**src/rtl/wb_trace_pkg.sv**
```systemverilog
// Shared types and default sizes for the writeback trace buffer.
// Pure declarations, no logic and no latency.
// No flow control lives here.
package wb_trace_pkg;

  localparam int TRACE_NUM_CH = 2;
  localparam int TRACE_DATA_W = 32;
  localparam int TRACE_ADDR_W = 5;
  localparam int TRACE_DEPTH  = 16;
  localparam int TRACE_CYC_W  = 16;
  localparam int TRACE_CH_W   = (TRACE_NUM_CH > 1) ? $clog2(TRACE_NUM_CH) : 1;

  typedef enum logic [1:0] {
    IDLE,
    CAPTURE,
    DONE
  } trace_state_t;

  // Field order is also the bit order used when an entry is viewed as a flat word.
  typedef struct packed {
    logic [TRACE_CH_W-1:0]   ch;
    logic [TRACE_ADDR_W-1:0] addr;
    logic [TRACE_DATA_W-1:0] data;
    logic [TRACE_CYC_W-1:0]  cycle;
  } trace_entry_t;

endpackage

```
**src/rtl/wb_trace_mem.sv**
```systemverilog
// Trace entry storage: multi-port write, single asynchronous read.
// Write lands on the clock edge; the read port is combinational from the array.
// No backpressure; the caller guarantees distinct write addresses.
module wb_trace_mem
  import wb_trace_pkg::*;
#(
  parameter int DEPTH = TRACE_DEPTH,
  parameter int NPORT = TRACE_NUM_CH
) (
  input  logic                                 clk,
  input  logic [NPORT-1:0]                     we,
  input  logic [NPORT-1:0][$clog2(DEPTH)-1:0]  waddr,
  input  trace_entry_t [NPORT-1:0]             wdata,
  input  logic [$clog2(DEPTH)-1:0]             raddr,
  output trace_entry_t                         rdata
);

  trace_entry_t mem [DEPTH];

  // Every enabled port writes its own slot; slots never collide.
  always_ff @(posedge clk) begin
    for (int p = 0; p < NPORT; p++) begin
      if (we[p]) mem[waddr[p]] <= wdata[p];
    end
  end

  assign rdata = mem[raddr];

endmodule

```
**src/rtl/wb_trace_buffer.sv**
```systemverilog
// Writeback trace capture: timestamps register-file writes into a circular buffer.
// Entry visible on rd_* one cycle after capture; head is combinational from storage.
// Drain is valid/ready; writes that do not fit are dropped and counted, never stalled.
module wb_trace_buffer
  import wb_trace_pkg::*;
#(
  parameter int NUM_CH = TRACE_NUM_CH,
  parameter int DATA_W = TRACE_DATA_W,
  parameter int ADDR_W = TRACE_ADDR_W,
  parameter int DEPTH  = TRACE_DEPTH,
  parameter int CYC_W  = TRACE_CYC_W
) (
  input  logic                                        clk,
  input  logic                                        rst_n,
  input  logic                                        capture_en,
  input  logic                                        clear,
  input  logic [CYC_W-1:0]                            cycle_limit,
  input  logic [NUM_CH-1:0]                           wr_en,
  input  logic [NUM_CH*ADDR_W-1:0]                    wr_addr,
  input  logic [NUM_CH*DATA_W-1:0]                    wr_data,
  output logic                                        rd_valid,
  input  logic                                        rd_ready,
  output logic [((NUM_CH > 1) ? $clog2(NUM_CH) : 1)-1:0] rd_ch,
  output logic [ADDR_W-1:0]                           rd_addr,
  output logic [DATA_W-1:0]                           rd_data,
  output logic [CYC_W-1:0]                            rd_cycle,
  output logic [$clog2(DEPTH):0]                      count,
  output logic                                        full,
  output logic                                        overflow,
  output logic [CYC_W-1:0]                            drop_cnt,
  output logic                                        done
);

  localparam int PTR_W = $clog2(DEPTH);
  localparam int CNT_W = PTR_W + 1;
  localparam int CH_W  = (NUM_CH > 1) ? $clog2(NUM_CH) : 1;

  trace_state_t                 state_q, state_d;
  logic [CYC_W-1:0]             cyc_q;
  logic [PTR_W-1:0]             wptr_q, rptr_q;
  logic [CNT_W-1:0]             space, n_req, n_push, n_drop;
  logic [NUM_CH-1:0]            push_en;
  logic [NUM_CH-1:0][PTR_W-1:0] push_idx;
  trace_entry_t [NUM_CH-1:0]    push_ent;
  trace_entry_t                 head;
  logic                         cap, pop, hit_limit;
  logic [CYC_W:0]               drop_sum;

  assign cap       = (state_q == CAPTURE) && capture_en;
  assign hit_limit = cap && (cycle_limit != '0) && (cyc_q == cycle_limit - CYC_W'(1));
  assign rd_valid  = (count != '0);
  assign pop       = rd_valid && rd_ready;
  assign full      = (count == CNT_W'(DEPTH));
  // A same-cycle pop does not make room; space is judged on the registered count.
  assign space     = CNT_W'(DEPTH) - count;
  assign drop_sum  = {1'b0, drop_cnt} + (CYC_W+1)'(n_drop);

  // Rank asserted channels in ascending order; a channel fits if its rank is below the free space.
  always_comb begin
    n_req    = '0;
    n_push   = '0;
    push_en  = '0;
    push_idx = '0;
    push_ent = '0;
    for (int c = 0; c < NUM_CH; c++) begin
      push_en[c]        = cap && wr_en[c] && (n_req < space);
      push_idx[c]       = wptr_q + n_req[PTR_W-1:0];
      push_ent[c].ch    = CH_W'(c);
      push_ent[c].addr  = wr_addr[c*ADDR_W +: ADDR_W];
      push_ent[c].data  = wr_data[c*DATA_W +: DATA_W];
      push_ent[c].cycle = cyc_q;
      if (wr_en[c])   n_req  = n_req + CNT_W'(1);
      if (push_en[c]) n_push = n_push + CNT_W'(1);
    end
    n_drop = cap ? (n_req - n_push) : '0;
  end

  // Capture window control; DONE is left only through clear or reset.
  always_comb begin
    state_d = state_q;
    case (state_q)
      IDLE:    if (capture_en) state_d = CAPTURE;
      CAPTURE: begin
        if (hit_limit)        state_d = DONE;
        else if (!capture_en) state_d = IDLE;
      end
      DONE:    state_d = DONE;
      default: state_d = IDLE;
    endcase
  end

  // State register; clear behaves like reset for the FSM.
  always_ff @(posedge clk) begin
    if (!rst_n || clear) state_q <= IDLE;
    else                 state_q <= state_d;
  end

  // Pointers, occupancy, timestamp and drop accounting.
  always_ff @(posedge clk) begin
    if (!rst_n || clear) begin
      cyc_q    <= '0;
      wptr_q   <= '0;
      rptr_q   <= '0;
      count    <= '0;
      overflow <= 1'b0;
      drop_cnt <= '0;
      done     <= 1'b0;
    end else begin
      if (cap) cyc_q <= cyc_q + CYC_W'(1);
      wptr_q <= wptr_q + n_push[PTR_W-1:0];
      if (pop) rptr_q <= rptr_q + PTR_W'(1);
      count  <= count + n_push - CNT_W'(pop);
      if (n_drop != '0) begin
        overflow <= 1'b1;
        drop_cnt <= drop_sum[CYC_W] ? '1 : drop_sum[CYC_W-1:0];
      end
      if (hit_limit) done <= 1'b1;
    end
  end

  wb_trace_mem #(
    .DEPTH (DEPTH),
    .NPORT (NUM_CH)
  ) u_mem (
    .clk   (clk),
    .we    (push_en),
    .waddr (push_idx),
    .wdata (push_ent),
    .raddr (rptr_q),
    .rdata (head)
  );

  // Head is forced to zero while empty so the outputs are defined straight out of reset.
  assign rd_ch    = rd_valid ? head.ch    : '0;
  assign rd_addr  = rd_valid ? head.addr  : '0;
  assign rd_data  = rd_valid ? head.data  : '0;
  assign rd_cycle = rd_valid ? head.cycle : '0;

endmodule

```
**config.mk**
```make
export PLATFORM = sky130hd
export DESIGN_NAME = wb_trace_buffer
export DESIGN_NICKNAME = d
export VERILOG_FILES = /design/src/rtl/wb_trace_pkg.sv /design/src/rtl/wb_trace_mem.sv /design/src/rtl/wb_trace_buffer.sv
export SDC_FILE = /design/constraint.sdc
export NUM_CORES = 1
export LEC_CHECK = 0
export BUFFER_PORTS_ARGS = -buffer_cell sky130_fd_sc_hd__buf_4
export CORE_MARGIN = 2
export CORE_UTILIZATION = 28
export DETAILED_ROUTE_END_ITERATION = 8
export SLEW_MARGIN = 30
export SYNTH_ARGS = -nofsm -noshare
export SYNTH_HDL_FRONTEND = slang
export SYNTH_SLANG_ARGS = --single-unit
```
**constraint.sdc**
```tcl
create_clock -name clk -period 7.7 [get_ports clk]
set_input_delay 1.925 -clock clk [delete_from_list [all_inputs] [get_ports clk]]
set_output_delay 1.925 -clock clk [all_outputs]
set_load 0.05 [all_outputs]
```
==> flow_summary_export.csv <==
group,metric,value,unit
status,outcome,"finished clean",
timing,post-route-min-period,5.65,ns
timing,setup_tns,0,ns
pwr,vdd_drop_max,0.000169,V
cts,cts_buffer_depth,3,
cts,cts.sinks,917,
cts,ctsResizeCount,0,
worst_setup_path,arrival,3.73,ns
routing,finalWirelength,145000,um
global_route,antenna_found_initial,17,
pwr,pwr-share-clk,37.7,%
floorplanning,placement_rows,149,
cts,holdBufCountCts,0,
cts,clkLatencyLatePin,0.72,ns
worst_setup_path,cp_max_fo,38,
floorplanning,ios,176,
pwr,swShare,28.8,%
timing,finClkSkew,0.0538,ns
synth,synth_area_per_cell,12.7,um^2
placed_design,place.gp.congestion,0.785,
synth,synth_cells,3675,
cts,cts_root_buf,"clkbuf_16",
placed_design,placed_cells,5690,
worst_setup_path,cp_data_required_time,5.78,ns
cells_and_area,n_fill_cell,16100,
cells_and_area,final_util,32.3,%
floorplanning,die_h,412,um
worst_hold_path,hold_class,"flip-flop to flip-flop",
worst_setup_path,slowest_delay,0.67,ns
cells_and_area,nets,3729,
worst_setup_path,crit_chain,"buf_12, buf_12, mux4_2, mux4_2, and2_1, buf_4",
routing,drt.antenna.violating_nets,0,
worst_setup_path,worstSetupPathType,"flip-flop to output port",
cts,cts.reportedPaths.clkPinSlew,0.06,ns
pwr,p_leak,16.6,nW
pwr,p_sw,3.57,mW
cts,cts_buffers,94,
timing,min_period_over_period,73.4,%
synth,synthesis.nets,3801,
synth,yosys_warnings,0,
synth,synthArstFlopShare,0,%
pwr,pwr-share-comb,18.4,%
routing,wl_per_cell,24.6,um
routing,num_vias,31200,
routing,drc,0,
placed_design,place_ws,1.83,ns
global_route,grt.overflow.total,0,
pwr,power_density,233,nW/um^2
floorplanning,die_w,412,um
timing,timing.final.ws_setup,2.05,ns
cts,ctsHtreeMaxLevel,3,
routing,drt_iter0_markers,3612,
synth,synth_edf_count,848,
cells_and_area,area_growth_syn_to_layout,14.3,%
pwr,internal_power,8.83,mW
synth,yosysUniqueCellTypes,64,
timing,rsz0062_at_grt,"false",
global_route,grt_max_degree,153,
cts,cts_setup_buffers,0,
floorplanning,start_util,28.2,%
synth,ys_seq_area_share,57.7,%
pwr,p_seq_share,43.9,%
timing,max_freq,0.177,GHz
placed_design,dpl.hpwl,83700,um
timing,slew_headroom,29.0,%
floorplanning,core_area,165000,um^2
global_route,grt_pass1_wl,211000,um
worst_setup_path,cp-end-kind,"output port",
cts,cts_tree,"built",
timing,setup_viol,0,
routing,drtPass1Iterations,5,
flow_run,maxCapViolCount,0,
synth,synth_ff_type,"edfxtp_1",
timing,worstMarginPinSlew,1.07,ns
global_route,grt_pass1_vias,30600,
timing,hold_viol,0,
synth,synth_area,46600,um^2
worst_setup_path,worst_setup_path_start_kind,"flip-flop",
worst_setup_path,cpMaxStageDelayCell,"dfxtp_4",
cells_and_area,final_cells,5870,
synth,ys_ff_latch,917,
timing,slew_viol_final,0,
routing,vias_per_cell,5.32,
cells_and_area,drive_above_1_share,19.6,%
global_route,track_usage,16.7,%
placed_design,port_buffers,175,
floorplanning,dieArea,170000,um^2
cells in the mapped netlist (5+ instances only):
cell type | instances | area [um^2]
edfxtp_1 | 848 | 25500
nand2_1 | 765 | 2870
o31ai_1 | 592 | 4440
mux4_2 | 270 | 6080
clkbuf_1 | 267 | 1000
and2_1 | 250 | 1560
nor2b_1 | 90 | 563
buf_1 | 79 | 297
buf_2 | 72 | 360
dfxtp_1 | 69 | 1380
nor2_1 | 54 | 203
o21ai_0 | 33 | 165
a21oi_1 | 28 | 140
inv_1 | 28 | 105
ha_1 | 25 | 313
xnor2_1 | 25 | 219
xor2_1 | 23 | 201
nand2b_1 | 21 | 131
nand3_1 | 19 | 95.1
nand4_1 | 10 | 62.6
nor3_1 | 10 | 50.1
o21bai_1 | 10 | 75.1
or3_1 | 8 | 50.1
a21o_1 | 5 | 37.5
nor4_1 | 5 | 31.3
placed cells by master, fill, tap and decap left out, types with 4 or more instances in the layout:
| master | netlist | final |
|---|---|---|
| edfxtp_1 | 848 | 848 |
| nand2_1 | 765 | 763 |
| o31ai_1 | 592 | 592 |
| mux4_2 | 270 | 270 |
| and2_1 | 250 | 237 |
| buf_4 | 1 | 224 |
| clkbuf_16 | 0 | 96 |
| nor2b_1 | 90 | 84 |
| dfxtp_1 | 69 | 65 |
| nor2_1 | 54 | 52 |
| o21ai_0 | 33 | 33 |
| a21oi_1 | 28 | 28 |
| xnor2_1 | 25 | 25 |
| ha_1 | 25 | 25 |
| clkbuf_1 | 267 | 24 |
| xor2_1 | 23 | 23 |
| inv_1 | 28 | 22 |
| nand2b_1 | 21 | 20 |
| buf_12 | 0 | 19 |
| nand3_1 | 19 | 18 |
| clkinv_2 | 0 | 18 |
| and2_4 | 0 | 12 |
| clkinv_1 | 0 | 12 |
| o21bai_4 | 0 | 10 |
| nor3_1 | 10 | 10 |
| nand4_1 | 10 | 10 |
| bufinv_16 | 0 | 8 |
| buf_6 | 2 | 8 |
| or3_1 | 8 | 7 |
| clkbuf_8 | 0 | 6 |
| nor4_1 | 5 | 5 |
| nor2b_4 | 0 | 5 |
| and3_1 | 4 | 4 |
| a21o_1 | 5 | 4 |
| fa_1 | 4 | 4 |
| dfxtp_4 | 0 | 4 |
| clkinv_16 | 0 | 4 |
layout make-up:
type                            count  area, um^2  share of cell area (%)
Clock inverter                     45         542                    1.02
Antenna cell                        2        5.00                 0.00941
Clock buffer                      127        2580                    4.85
Sequential cell                   917       26900                    50.5
Timing Repair Buffer              253        2210                    4.15
Multi-Input combinational cell   2308       18200                    34.1
Tap cell                         2189        2740                    5.15
Inverter                           29         120                   0.226
cells by family (layout without fill, tap and decap cells):
family / after synthesis / count (layout) / share of synthesized area, %
AO/OA/AOI/OAI: 704 / 704 / 11.1
XOR/XNOR: 48 / 48 / 0.903
adder cells (fa/ha/maj): 29 / 29 / 0.844
buffers and inverters: 450 / 454 / 3.86
flip-flops: 917 / 917 / 57.7
multiplexers: 273 / 273 / 13.1
other: 0 / 2 / 0
AND/OR/NAND/NOR: 1254 / 1254 / 12.5
critical path, delay by kind of cell, from the launching register on:
family                 cells  cell delay, ns
DFF                        1            0.67
buffers and inverters      3            0.88
and+or+nand+nor            1            0.31
muxes                      2            1.12
path summary, 6_finish.rpt:
path / from / end / slack (ns) / cells past startpoint
hold reg to reg: u_mem.mem[8][53] / u_mem.mem[8][53] / 0.47 / 2
setup / recovery: flip-flop / rd_addr[1] / 2.05 / 6
setup reg to reg: count[0] / drop_cnt[14] / 2.67 / 19
hold / removal: u_mem.mem[8][53] / u_mem.mem[8][53] / 0.47 / 2
flip-flops by register name, indices dropped and copies added (netlist names), named ones only:
| register | flops |
|---|---|
| done | 1 |
| drop_cnt | 16 |
| state_q | 2 |
| rptr_q | 4 |
| count | 5 |
| cyc_q | 16 |
| u_mem.mem | 864 |
| overflow | 1 |
| wptr_q | 4 |
through the flow:
step           total power [mW]  hold WS [ns]  area, um^2
2_1_floorplan              7.07         0.433       46600
3_3_place_gp               7.88         0.450       49900
3_5_place_dp               7.90         0.460       49900
4_1_cts                    12.5         0.468       53000
5_1_grt                    12.8         0.489       53200
6_report                   12.4         0.468       53200
routing by layer:
metal / wire, um / vias to the layer above / global-route usage (%)
met5: 93 / - / 0
met4: 4800 / 16 / 6.07
met3: 12000 / 291 / 2.97
met2: 70700 / 1522 / 27.9
met1: 56900 / 15600 / 21.6
li1: - / 13800 / -
power groups by stage:
| stage | registers, mW | clock network (mW) | logic [mW] |
|---|---|---|---|
| after global routing | 5.45 | 4.92 | 2.43 |
| after CTS | 5.44 | 4.74 | 2.35 |
| after detailed placement | 5.55 | 0 | 2.35 |
| after global placement | 5.57 | 0 | 2.32 |
| after floorplan | 5.55 | 0 | 1.51 |
| final | 5.44 | 4.67 | 2.28 |
No activity file was read; power rests on OpenSTA's default activity.
